==> config.mk <==
export PLATFORM = sky130hd
export DESIGN_NAME = branch_flag_gen_flat
export DESIGN_NICKNAME = d
export VERILOG_FILES = /design/src/rtl/branch_flag_gen_pkg.sv /design/src/rtl/branch_flag_gen_if.sv /design/src/rtl/branch_flag_gen_slice.sv /design/src/rtl/branch_flag_gen.sv /design/src/flat_wrapper.sv
export SDC_FILE = /design/constraint.sdc
export NUM_CORES = 1
export LEC_CHECK = 0
export BUFFER_PORTS_ARGS = -buffer_cell sky130_fd_sc_hd__buf_2
export CAP_MARGIN = 10
export CORE_MARGIN = 5
export CORE_UTILIZATION = 57
export CTS_BUF_LIST = sky130_fd_sc_hd__clkbuf_8
export CTS_CLUSTER_DIAMETER = 30
export DETAILED_ROUTE_END_ITERATION = 10
export PLACE_DENSITY_LB_ADDON = 0.2
export SYNTH_ARGS = -nofsm -noshare
export SYNTH_HDL_FRONTEND = slang
export SYNTH_SLANG_ARGS = --single-unit
export TNS_END_PERCENT = 50
==> constraint.sdc <==
create_clock -name clk -period 2.6 [get_ports clk]
set_input_delay 0.52 -clock clk [delete_from_list [all_inputs] [get_ports clk]]
set_output_delay 0.52 -clock clk [all_outputs]
set_load 0.02 [all_outputs]
==> src/rtl/branch_flag_gen_pkg.sv <==
// Shared branch defines: funct3 codes, FSM encoding, default chunk width
// and the flag bundle used by the serial compare unit.
package branch_flag_gen_pkg;

    // Branch funct3 codes consumed by the branch control unit
    localparam logic [2:0] BR_BEQ  = 3'b000;
    localparam logic [2:0] BR_BNE  = 3'b001;
    localparam logic [2:0] BR_BLT  = 3'b100;
    localparam logic [2:0] BR_BGE  = 3'b101;
    localparam logic [2:0] BR_BLTU = 3'b110;
    localparam logic [2:0] BR_BGEU = 3'b111;

    // Bits of the subtraction handled per clock by default
    localparam int DEFAULT_CHUNK = 8;

    typedef enum logic [1:0] {
        IDLE = 2'b00,
        BUSY = 2'b01,
        DONE = 2'b10
    } state_t;

    typedef struct packed {
        logic z;
        logic s;
        logic v;
        logic c;
    } flags_t;

    // Number of cycles a compare spends in BUSY
    function automatic int chunk_count(input int n, input int chunk);
        return n / chunk;
    endfunction

endpackage

==> src/rtl/branch_flag_gen_if.sv <==
// Request/response bundle between the branch requester and the flag generator.
// The master issues rs1/rs2 and consumes flags; the slave is the flag generator.
interface branch_flag_gen_if #(
    parameter int N = 32
);
    logic         in_valid;
    logic         in_ready;
    logic [N-1:0] rs1;
    logic [N-1:0] rs2;
    logic         out_valid;
    logic         out_ready;
    logic         ZFlag;
    logic         SFlag;
    logic         VFlag;
    logic         CFlag;

    modport master (
        output in_valid, rs1, rs2, out_ready,
        input  in_ready, out_valid, ZFlag, SFlag, VFlag, CFlag
    );

    modport slave (
        input  in_valid, rs1, rs2, out_ready,
        output in_ready, out_valid, ZFlag, SFlag, VFlag, CFlag
    );
endinterface

==> src/rtl/branch_flag_gen_slice.sv <==
// One chunk of the serial subtractor: a + b_inv + cin, where the caller
// supplies the already inverted second operand. Also reports whether the
// chunk sum is zero and the carry into its MSB (for signed overflow).
module flag_gen_slice #(
    parameter int W = 8
) (
    input  logic [W-1:0] a,
    input  logic [W-1:0] b_inv,
    input  logic         cin,
    output logic [W-1:0] sum,
    output logic         cout,
    output logic         zero,
    output logic         msb_cin
);
    logic [W:0] total;

    // Plain ripple add of the chunk plus carry-in; MSB carry-in recovered from the sum bit
    always_comb begin
        total   = {1'b0, a} + {1'b0, b_inv} + {{W{1'b0}}, cin};
        sum     = total[W-1:0];
        cout    = total[W];
        zero    = ~|total[W-1:0];
        msb_cin = a[W-1] ^ b_inv[W-1] ^ total[W-1];
    end
endmodule

==> src/rtl/branch_flag_gen.sv <==
// Serial branch flag generator: evaluates rs1 - rs2 one chunk per cycle,
// LSB chunk first, and presents Z/S/V/C flags for the branch control unit.
// N must be a multiple of CHUNK.
module branch_flag_gen
    import branch_flag_gen_pkg::*;
#(
    parameter int N     = 32,
    parameter int CHUNK = DEFAULT_CHUNK
) (
    input logic              clk,
    input logic              rst_n,
    branch_flag_gen_if.slave bus
);
    localparam int NCH   = chunk_count(N, CHUNK);
    localparam int CNT_W = (NCH > 1) ? $clog2(NCH) : 1;

    state_t           state;
    logic [CNT_W-1:0] cnt;
    logic             carry;
    logic             z_acc;
    logic [N-1:0]     a_sh;
    logic [N-1:0]     b_sh;
    logic             out_valid_q;
    flags_t           flags_q;

    logic [CHUNK-1:0] b_inv;
    logic [CHUNK-1:0] sl_sum;
    logic             sl_cout;
    logic             sl_zero;
    logic             sl_msb_cin;
    logic [N-1:0]     sum_ext;
    logic             accept;

    assign b_inv   = ~b_sh[CHUNK-1:0];
    assign sum_ext = N'(sl_sum);
    assign accept  = bus.in_valid && bus.in_ready;

    flag_gen_slice #(.W(CHUNK)) u_slice (
        .a       (a_sh[CHUNK-1:0]),
        .b_inv   (b_inv),
        .cin     (carry),
        .sum     (sl_sum),
        .cout    (sl_cout),
        .zero    (sl_zero),
        .msb_cin (sl_msb_cin)
    );

    assign bus.in_ready  = (state == IDLE) || ((state == DONE) && bus.out_ready);
    assign bus.out_valid = out_valid_q;
    assign bus.ZFlag     = flags_q.z;
    assign bus.SFlag     = flags_q.s;
    assign bus.VFlag     = flags_q.v;
    assign bus.CFlag     = flags_q.c;

    // Compare FSM: latch operands, shift chunks through the slice, hold flags until taken.
    // Result chunks are shifted into the top of a_sh as operand chunks leave the bottom.
    always_ff @(posedge clk or negedge rst_n) begin
        if (!rst_n) begin
            state       <= IDLE;
            cnt         <= '0;
            carry       <= 1'b0;
            z_acc       <= 1'b0;
            a_sh        <= '0;
            b_sh        <= '0;
            out_valid_q <= 1'b0;
            flags_q     <= '0;
        end else begin
            case (state)
                IDLE: begin
                    if (accept) begin
                        a_sh  <= bus.rs1;
                        b_sh  <= bus.rs2;
                        carry <= 1'b1;
                        z_acc <= 1'b1;
                        cnt   <= '0;
                        state <= BUSY;
                    end
                end
                BUSY: begin
                    a_sh  <= (a_sh >> CHUNK) | (sum_ext << (N - CHUNK));
                    b_sh  <= b_sh >> CHUNK;
                    carry <= sl_cout;
                    z_acc <= z_acc & sl_zero;
                    cnt   <= cnt + CNT_W'(1);
                    if (cnt == CNT_W'(NCH - 1)) begin
                        flags_q.z   <= z_acc & sl_zero;
                        flags_q.s   <= sl_sum[CHUNK-1];
                        flags_q.v   <= sl_msb_cin ^ sl_cout;
                        flags_q.c   <= sl_cout;
                        out_valid_q <= 1'b1;
                        state       <= DONE;
                    end
                end
                DONE: begin
                    if (bus.out_ready) begin
                        out_valid_q <= 1'b0;
                        if (bus.in_valid) begin
                            a_sh  <= bus.rs1;
                            b_sh  <= bus.rs2;
                            carry <= 1'b1;
                            z_acc <= 1'b1;
                            cnt   <= '0;
                            state <= BUSY;
                        end else begin
                            state <= IDLE;
                        end
                    end
                end
                default: begin
                    state       <= IDLE;
                    out_valid_q <= 1'b0;
                end
            endcase
        end
    end
endmodule
==> src/flat_wrapper.sv <==
// flat-port wrapper written by rule: the top's interface ports become plain ports
module branch_flag_gen_flat import branch_flag_gen_pkg::*;
#(
    parameter int N     = 32,
    parameter int CHUNK = DEFAULT_CHUNK
)
  (clk, rst_n, bus_in_valid, bus_rs1, bus_rs2, bus_out_ready, bus_in_ready, bus_out_valid, bus_ZFlag, bus_SFlag, bus_VFlag, bus_CFlag);
  branch_flag_gen_if #(.N(N)) bus_i ();
  input logic clk;
  input logic rst_n;
  input wire logic [$bits(bus_i.in_valid)-1:0] bus_in_valid;
  input wire logic [$bits(bus_i.rs1)-1:0] bus_rs1;
  input wire logic [$bits(bus_i.rs2)-1:0] bus_rs2;
  input wire logic [$bits(bus_i.out_ready)-1:0] bus_out_ready;
  output wire logic [$bits(bus_i.in_ready)-1:0] bus_in_ready;
  output wire logic [$bits(bus_i.out_valid)-1:0] bus_out_valid;
  output wire logic [$bits(bus_i.ZFlag)-1:0] bus_ZFlag;
  output wire logic [$bits(bus_i.SFlag)-1:0] bus_SFlag;
  output wire logic [$bits(bus_i.VFlag)-1:0] bus_VFlag;
  output wire logic [$bits(bus_i.CFlag)-1:0] bus_CFlag;
  assign bus_i.in_valid = bus_in_valid;
  assign bus_i.rs1 = bus_rs1;
  assign bus_i.rs2 = bus_rs2;
  assign bus_i.out_ready = bus_out_ready;
  assign bus_in_ready = bus_i.in_ready;
  assign bus_out_valid = bus_i.out_valid;
  assign bus_ZFlag = bus_i.ZFlag;
  assign bus_SFlag = bus_i.SFlag;
  assign bus_VFlag = bus_i.VFlag;
  assign bus_CFlag = bus_i.CFlag;
  branch_flag_gen #(.N(N), .CHUNK(CHUNK)) u_core (.clk(clk), .rst_n(rst_n), .bus(bus_i));
endmodule
==> impl_metrics.csv, run 1 <==
group,metric,value,unit
logic_synthesis,syn-num-nets,506,
floorplan,die_y,89.58,um
critical_path,required,2.87,ns
floorplan,ios,74,
power_and_ir_drop,ir_worst_vdd,0.7883,mV
clock_network,cts.sinks,75,
logic_synthesis,synth_area_per_cell,8.434,sq um
route,drc_errors,0,
floorplan,start_util,57.84,%
power_and_ir_drop,switching_share,42.49,%
logic_synthesis,yosys.area.top_type_share,51.99,%
logic_synthesis,ys.flop_type,"dfrtp_1",
min_path,min_path_type,"in -> async",
timing,period_minus_slack,2.360,ns
critical_path,start_kind,"flop",
logic_synthesis,syn_inst,428,
global_routing,grt_pass1_wl,14000,um
global_routing,busiest_layer,"met2",
critical_path,critPathCaptureType,"flop",
placed_design,place_ws,0.1860,ns
route,firstDrtPassIters,5,
power_and_ir_drop,p_int,3.751,mW
clock_network,cts_max_level,3,
timing,relSlewSlack,44.61,%
clock_network,clockRootBuffer,"clkbuf_8",
floorplan,row_count,29,
timing,worst_slack,0.2399,ns
layout,drive_above_1_share,21.21,%
logic_synthesis,ys_seq_elements,75,
power_and_ir_drop,power_switching,2.771,mW
route,via_count,3080,
global_routing,grt_antenna_before_repair,0,
clock_network,numCtsBuffers,9,
timing,fmax,423.7,MHz
timing,setup_viol_count_final,0,
route,ant_nets,0,
route,vias_per_cell,5.385,
placed_design,gp_congestion,0.8474,
critical_path,crit_fanout,2,
logic_synthesis,synth-edff-count,0,
global_routing,grt_pass1_vias,3010,
layout,finish.utilization,69.43,%
logic_synthesis,yosys.area.top_type,"dfrtp_1",
timing,timing.hold.ws,0.1861,ns
layout,fin_nets,568,
power_and_ir_drop,seq_power_share,32.8,%
layout,antenna_cells,0,
route,totalWireLength,8471,um
critical_path,path_class,"reg -> reg",
route,wl_per_cell,14.81,um
timing,rsz0062_at_grt,"false",
layout,area_growth,20.03,%
power_and_ir_drop,p_leak,2.129,nW
clock_network,cts_tree,"built",
global_routing,grt_util_met3,4.653,%
clock_network,clk_pin_slew_worst_paths,0.08,ns
logic_synthesis,yosys_warnings,0,
floorplan,die-area,8025,sq um
logic_synthesis,synth_area,3610,sq um
global_routing,grt_use_met1,30.51,%
placed_design,port_buffers,73,
timing,drv_slew,0,
timing,worst_pin_slew,0.8253,ns
logic_synthesis,synth.distinct_cells,31,
timing,hold_violations,0,
power_and_ir_drop,powerDensity,1505,nW/um^2
global_routing,met2_usage,36.97,%
logic_synthesis,synth_area_leaders,"dfrtp_1 52%, nand2_1 14%, a31oi_1 8.7%, nor2_1 6.3%, ha_1 2.8%",
timing,post-route-period-util,90.77,%
placed_design,hpwl,5961,um
job,max-cap-violations,0,
power_and_ir_drop,clkPwrFrac,16.3,%
layout,fill_cells,532,
critical_path,cp.arrival,2.63,ns
route,first_iter_violations,207,
logic_synthesis,synthArstFlopShare,100.0,%
logic_synthesis,synth.yosys.seq_area_share,51.99,%
clock_network,clock_path_buffers,2,
timing,final.setup_skew,0.008383,ns
global_routing,grt_max_degree,76,
power_and_ir_drop,combPwrFrac,50.9,%
clock_network,clock_latency,0.34,ns
floorplan,core,6241,sq um
global_routing,grt_remaining_overflow,0,
clock_network,cts_setup_buffers,0,
timing,final.setup.tns,0,ns
global_routing,grt_usage,22.97,%
status,outcome,"finished, final reports clean",
floorplan,dieWidth,89.58,um
[what timing repair did]
item,4_1_cts,5_1_grt
gates resized for setup,0,5
hold buffers,0,0
endpoints found under the hold margin,0,0
endpoints found under the setup margin,0,6
[cell type report]
cell class,instances,area (sq um),share of cell area (%)
inverter,11,41.29,0.9529
multi-input combinational,313,1602,36.96
tap,77,96.34,2.224
clock buffer,13,178.9,4.129
timing repair buffer,80,470.5,10.86
sequential,75,1877,43.32
clock inverter,3,67.56,1.559
[power groups by stage]
stage                     clock, mW  combinational [mW]  sequential [mW]
after floorplan                   0                2.51             2.06
after global placement            0                3.15             2.13
after detailed placement          0                3.26             2.16
after CTS                      1.08                3.29             2.14
after global routing           1.13                3.78             2.22
final                          1.06                3.32             2.14
[final timing paths]
check                                      from               to  slack (ns)  depth (start not counted)
worst max-delay path             u_core.a_sh[0]     u_core.z_acc        0.24                         10
worst min-delay path                      rst_n   u_core.a_sh[7]        0.19                          2
worst max register to register   u_core.a_sh[0]     u_core.z_acc        0.24                         10
worst min register to register  u_core.b_sh[28]  u_core.b_sh[28]        0.47                          2
max in group asynchronous                 rst_n  u_core.a_sh[25]        2.10                          2
min in group clk                    bus_rs2[27]  u_core.b_sh[27]        0.39                          3
[stage by stage]
stage	total power [mW]	cells	area, sq um
global placement	5.273	556	4068
global route	7.127	572	4333
finish	6.522	572	4333
CTS	6.516	572	4314
floorplan	4.574	428	3610
detailed placement	5.421	556	4068
[synthesized netlist by cell type, drive strengths merged (3+ instances only)]
cell type / number
inv: 11
a31oi: 50
ha: 8
nand2b: 3
clkbuf: 17
a21o: 3
dfrtp: 75
nand2: 130
nand3: 8
o21ai: 15
nor2: 61
buf: 12
xnor2: 3
xor2: 4
a21oi: 13
[critical path, cell delays in order, from the launching register on]
cell and delay [ns]:
dfrtp_1 0.38, inv_1 0.08, fa_1 0.19, inv_1 0.07
fa_1 0.45, a21o_1 0.21, a21oi_2 0.16, xor2_1 0.20
nor3b_2 0.21, nand4_1 0.16, a21oi_2 0.18
[state kept, by name, indices dropped and copies added, names as in the netlist]
register and cells:
u_core.a_sh 32, u_core.bus.out_valid 1, u_core.z_acc 1, u_core.b_sh 32
u_core.bus.ZFlag 1, u_core.carry 1, u_core.state 2, u_core.cnt 2
u_core.bus.CFlag 1, u_core.bus.VFlag 1, u_core.bus.SFlag 1
[routing by layer]
layer  vias up  share of wire [%]
li1       1553                  -
met1      1429                 44
met2        83                 48
met3        15                5.8
met4         0                2.1
met5         -                  0
[cells by family after synthesis]
logic type | synth area share [%]
AO/OA/AOI/OAI | 14.80
multiplexers | 0.3119
XOR/XNOR | 1.907
flip-flops | 51.99
AND/OR/NAND/NOR | 22.46
buffers and inverters | 4.645
adder cells (fa/ha/maj) | 3.882
[layout by cell type, fill, tap and decap left out, drive strengths merged, types with 3 or more instances in the layout]
master	count
ha	8
nor2	61
inv	11
xnor2	3
a31oi	50
nand3	8
nand2	130
xor2	4
nand2b	3
a21o	3
a21oi	13
clkbuf	13
buf	80
dfrtp	75
o21ai	15
No activity file was read; power rests on OpenSTA's default activity.
==> inputs of run 2 (changes only) <==
--- a/config.mk
+++ b/config.mk
@@ -7,8 +7,10 @@
 export LEC_CHECK = 0
 export BUFFER_PORTS_ARGS = -buffer_cell sky130_fd_sc_hd__buf_2
 export CAP_MARGIN = 10
+export CELL_PAD_IN_SITES_DETAIL_PLACEMENT = 0
+export CELL_PAD_IN_SITES_GLOBAL_PLACEMENT = 1
 export CORE_MARGIN = 5
-export CORE_UTILIZATION = 57
+export CORE_UTILIZATION = 42
 export CTS_BUF_LIST = sky130_fd_sc_hd__clkbuf_8
 export CTS_CLUSTER_DIAMETER = 30
 export DETAILED_ROUTE_END_ITERATION = 10
==> run 2 against run 1 <==
Compared with the run above: first-iteration DRC count shrank 63%; critical path depth shrank 2; worst setup slack gained 0.0097 ns; critical path type unchanged; via count shrank 1.9%; clock power shrank 18%; hold slack gained 0.14 ns; largest cell class unchanged.
==> impl_metrics.csv, run 2 (synthesized netlist as in run 1, its figures left out) <==
group,metric,value,unit
status,outcome,"finished, final reports clean",
power_and_ir_drop,p_leak,2.092,nW
critical_path,slowest_delay,0.46,ns
critical_path,path_class,"reg -> reg",
timing,worst_pin_slew,0.9554,ns
clock_network,clk_pin_slew_worst_paths,0.08,ns
global_routing,grt_pass1_vias,3042,
critical_path,cp.arrival,2.58,ns
route,wl_per_cell,14.67,um
power_and_ir_drop,power_switching,2.772,mW
timing,final.setup.tns,0,ns
floorplan,core,8299,sq um
power_and_ir_drop,powerDensity,1472,nW/um^2
global_routing,grt_max_degree,76,
layout,reg.largest.list,"u_core.a_sh: 32 flops, u_core.b_sh: 32 flops",
floorplan,die-area,10550,sq um
timing,period_minus_slack,2.350,ns
power_and_ir_drop,p_int,3.525,mW
power_and_ir_drop,clkPwrFrac,13.7,%
route,via_count,3023,
floorplan,row_count,33,
timing,rsz0062_at_grt,"false",
clock_network,cts.sinks,75,
global_routing,grt_usage,17.87,%
floorplan,start_util,43.49,%
layout,area_growth,18.51,%
timing,post-route-period-util,90.40,%
critical_path,worst-path-buf-inv,2,
critical_path,crit_fanout,3,
layout,stdcell_count,601,
power_and_ir_drop,combPwrFrac,52.4,%
timing,final.setup_skew,0.006859,ns
clock_network,cts_hold_buffers,0,
route,first_iter_violations,76,
clock_network,cts_tree,"built",
global_routing,grt_pass1_wl,14590,um
layout,final_common_cell,"nand2_1",
route,totalWireLength,8818,um
route,ant_nets,0,
clock_network,clockRootBuffer,"clkbuf_8",
layout,fill_cells,831,
floorplan,ios,74,
critical_path,cpMaxStageDelayCell,"fa_1",
layout,antenna_cells,0,
power_and_ir_drop,ir_worst_vdd,0.6718,mV
floorplan,dieWidth,102.7,um
placed_design,placed_cell_area,4085,sq um
clock_network,clock_latency,0.34,ns
placed_design,placed_cells,585,
timing,relSlewSlack,36.30,%
timing,fmax,425.5,MHz
power_and_ir_drop,switching_share,44.02,%
clock_network,clock_path_buffers,2,
route,firstDrtPassIters,4,
critical_path,critPathCaptureType,"flop",
global_routing,grt_antenna_before_repair,0,
critical_path,required,2.83,ns
layout,mostFrequentLayoutCells,"130 x nand2_1, 75 x dfrtp_1, 72 x buf_2",
min_path,min_path_type,"in -> async",
critical_path,cp_cell_sequence,"inv_1 -> fa_1 -> inv_1 -> fa_1 -> a21o_1 -> a221oi_1 -> o21ai_1 -> mux2_2",
clock_network,numCtsBuffers,9,
job,max-cap-violations,0,
layout,final_area,4278,sq um
timing,setup_viol_count_final,0,
placed_design,hpwl,6377,um
route,vias_per_cell,5.030,
clock_network,cts_max_level,3,
layout,drive_above_1_share,20.56,%
timing,hold_violations,0,
power_and_ir_drop,fin_total_pwr,6.297,mW
placed_design,gp_congestion,0.9197,
layout,fin_nets,569,
timing,drv_slew,0,
floorplan,die_y,102.7,um
placed_design,port_buffers,73,
critical_path,cp_top_family,"compound AO/OA/AOI/OAI gates",
power_and_ir_drop,seq_power_share,33.9,%
global_routing,grt_remaining_overflow,0,
route,drc_errors,0,
critical_path,start_kind,"flop",
## run 2: path summary, 6_finish.rpt
kind	from	endpoint	slack [ns]	cells after the start
setup reg to reg	u_core.a_sh[0]	u_core.bus.CFlag	0.25	8
min in group clk	bus_rs2[26]	u_core.b_sh[26]	0.39	3
max in group asynchronous	rst_n	u_core.b_sh[1]	1.67	1
hold reg to reg	u_core.b_sh[30]	u_core.b_sh[30]	0.48	2
setup / recovery	u_core.a_sh[0]	u_core.bus.CFlag	0.25	8
hold / removal	rst_n	u_core.a_sh[8]	0.32	1
## run 2: area by class of cell
type	instances	area [sq um]	area share [%]
clock buffer	9	123.9	2.896
multi-input combinational	313	1583	37.00
timing repair buffer	81	452.9	10.59
inverter	11	41.29	0.9652
sequential	75	1877	43.87
tap	105	131.4	3.071
clock inverter	7	68.82	1.609
## run 2: repair_timing
item	in CTS	in global routing
endpoints found under the setup margin	0	1
buffers inserted	0	0
hold endpoints to repair	0	0
resized for setup	0	1
## run 2: metrics by stage
step           util [%]  setup WS (ns)  hold slack (ns)
2_1_floorplan         -         0.3888           0.2244
3_3_place_gp      49.22         0.2305           0.4503
3_5_place_dp      49.22         0.2016           0.4614
4_1_cts           51.55         0.1790           0.3491
5_1_grt           51.55        0.04764           0.3884
6_report          51.55         0.2496           0.3247
## run 2: metal layers
layer | vias up | track usage [%] | part of all wire, %
met5 | - | 0 | 0
met4 | 0 | 5.954 | 1.8
met3 | 15 | 4.736 | 5.7
met2 | 69 | 28.90 | 46
met1 | 1387 | 23.38 | 46
li1 | 1552 | - | -
## run 2: power by group through the flow
stage / registers [mW] / logic [mW] / clock network [mW]
after floorplan: 2.06 / 2.51 / 0
after global placement: 2.13 / 3.28 / 0
after detailed placement: 2.16 / 3.33 / 0
after CTS: 2.14 / 3.35 / 0.895
after global routing: 2.22 / 3.75 / 0.941
final: 2.13 / 3.30 / 0.865
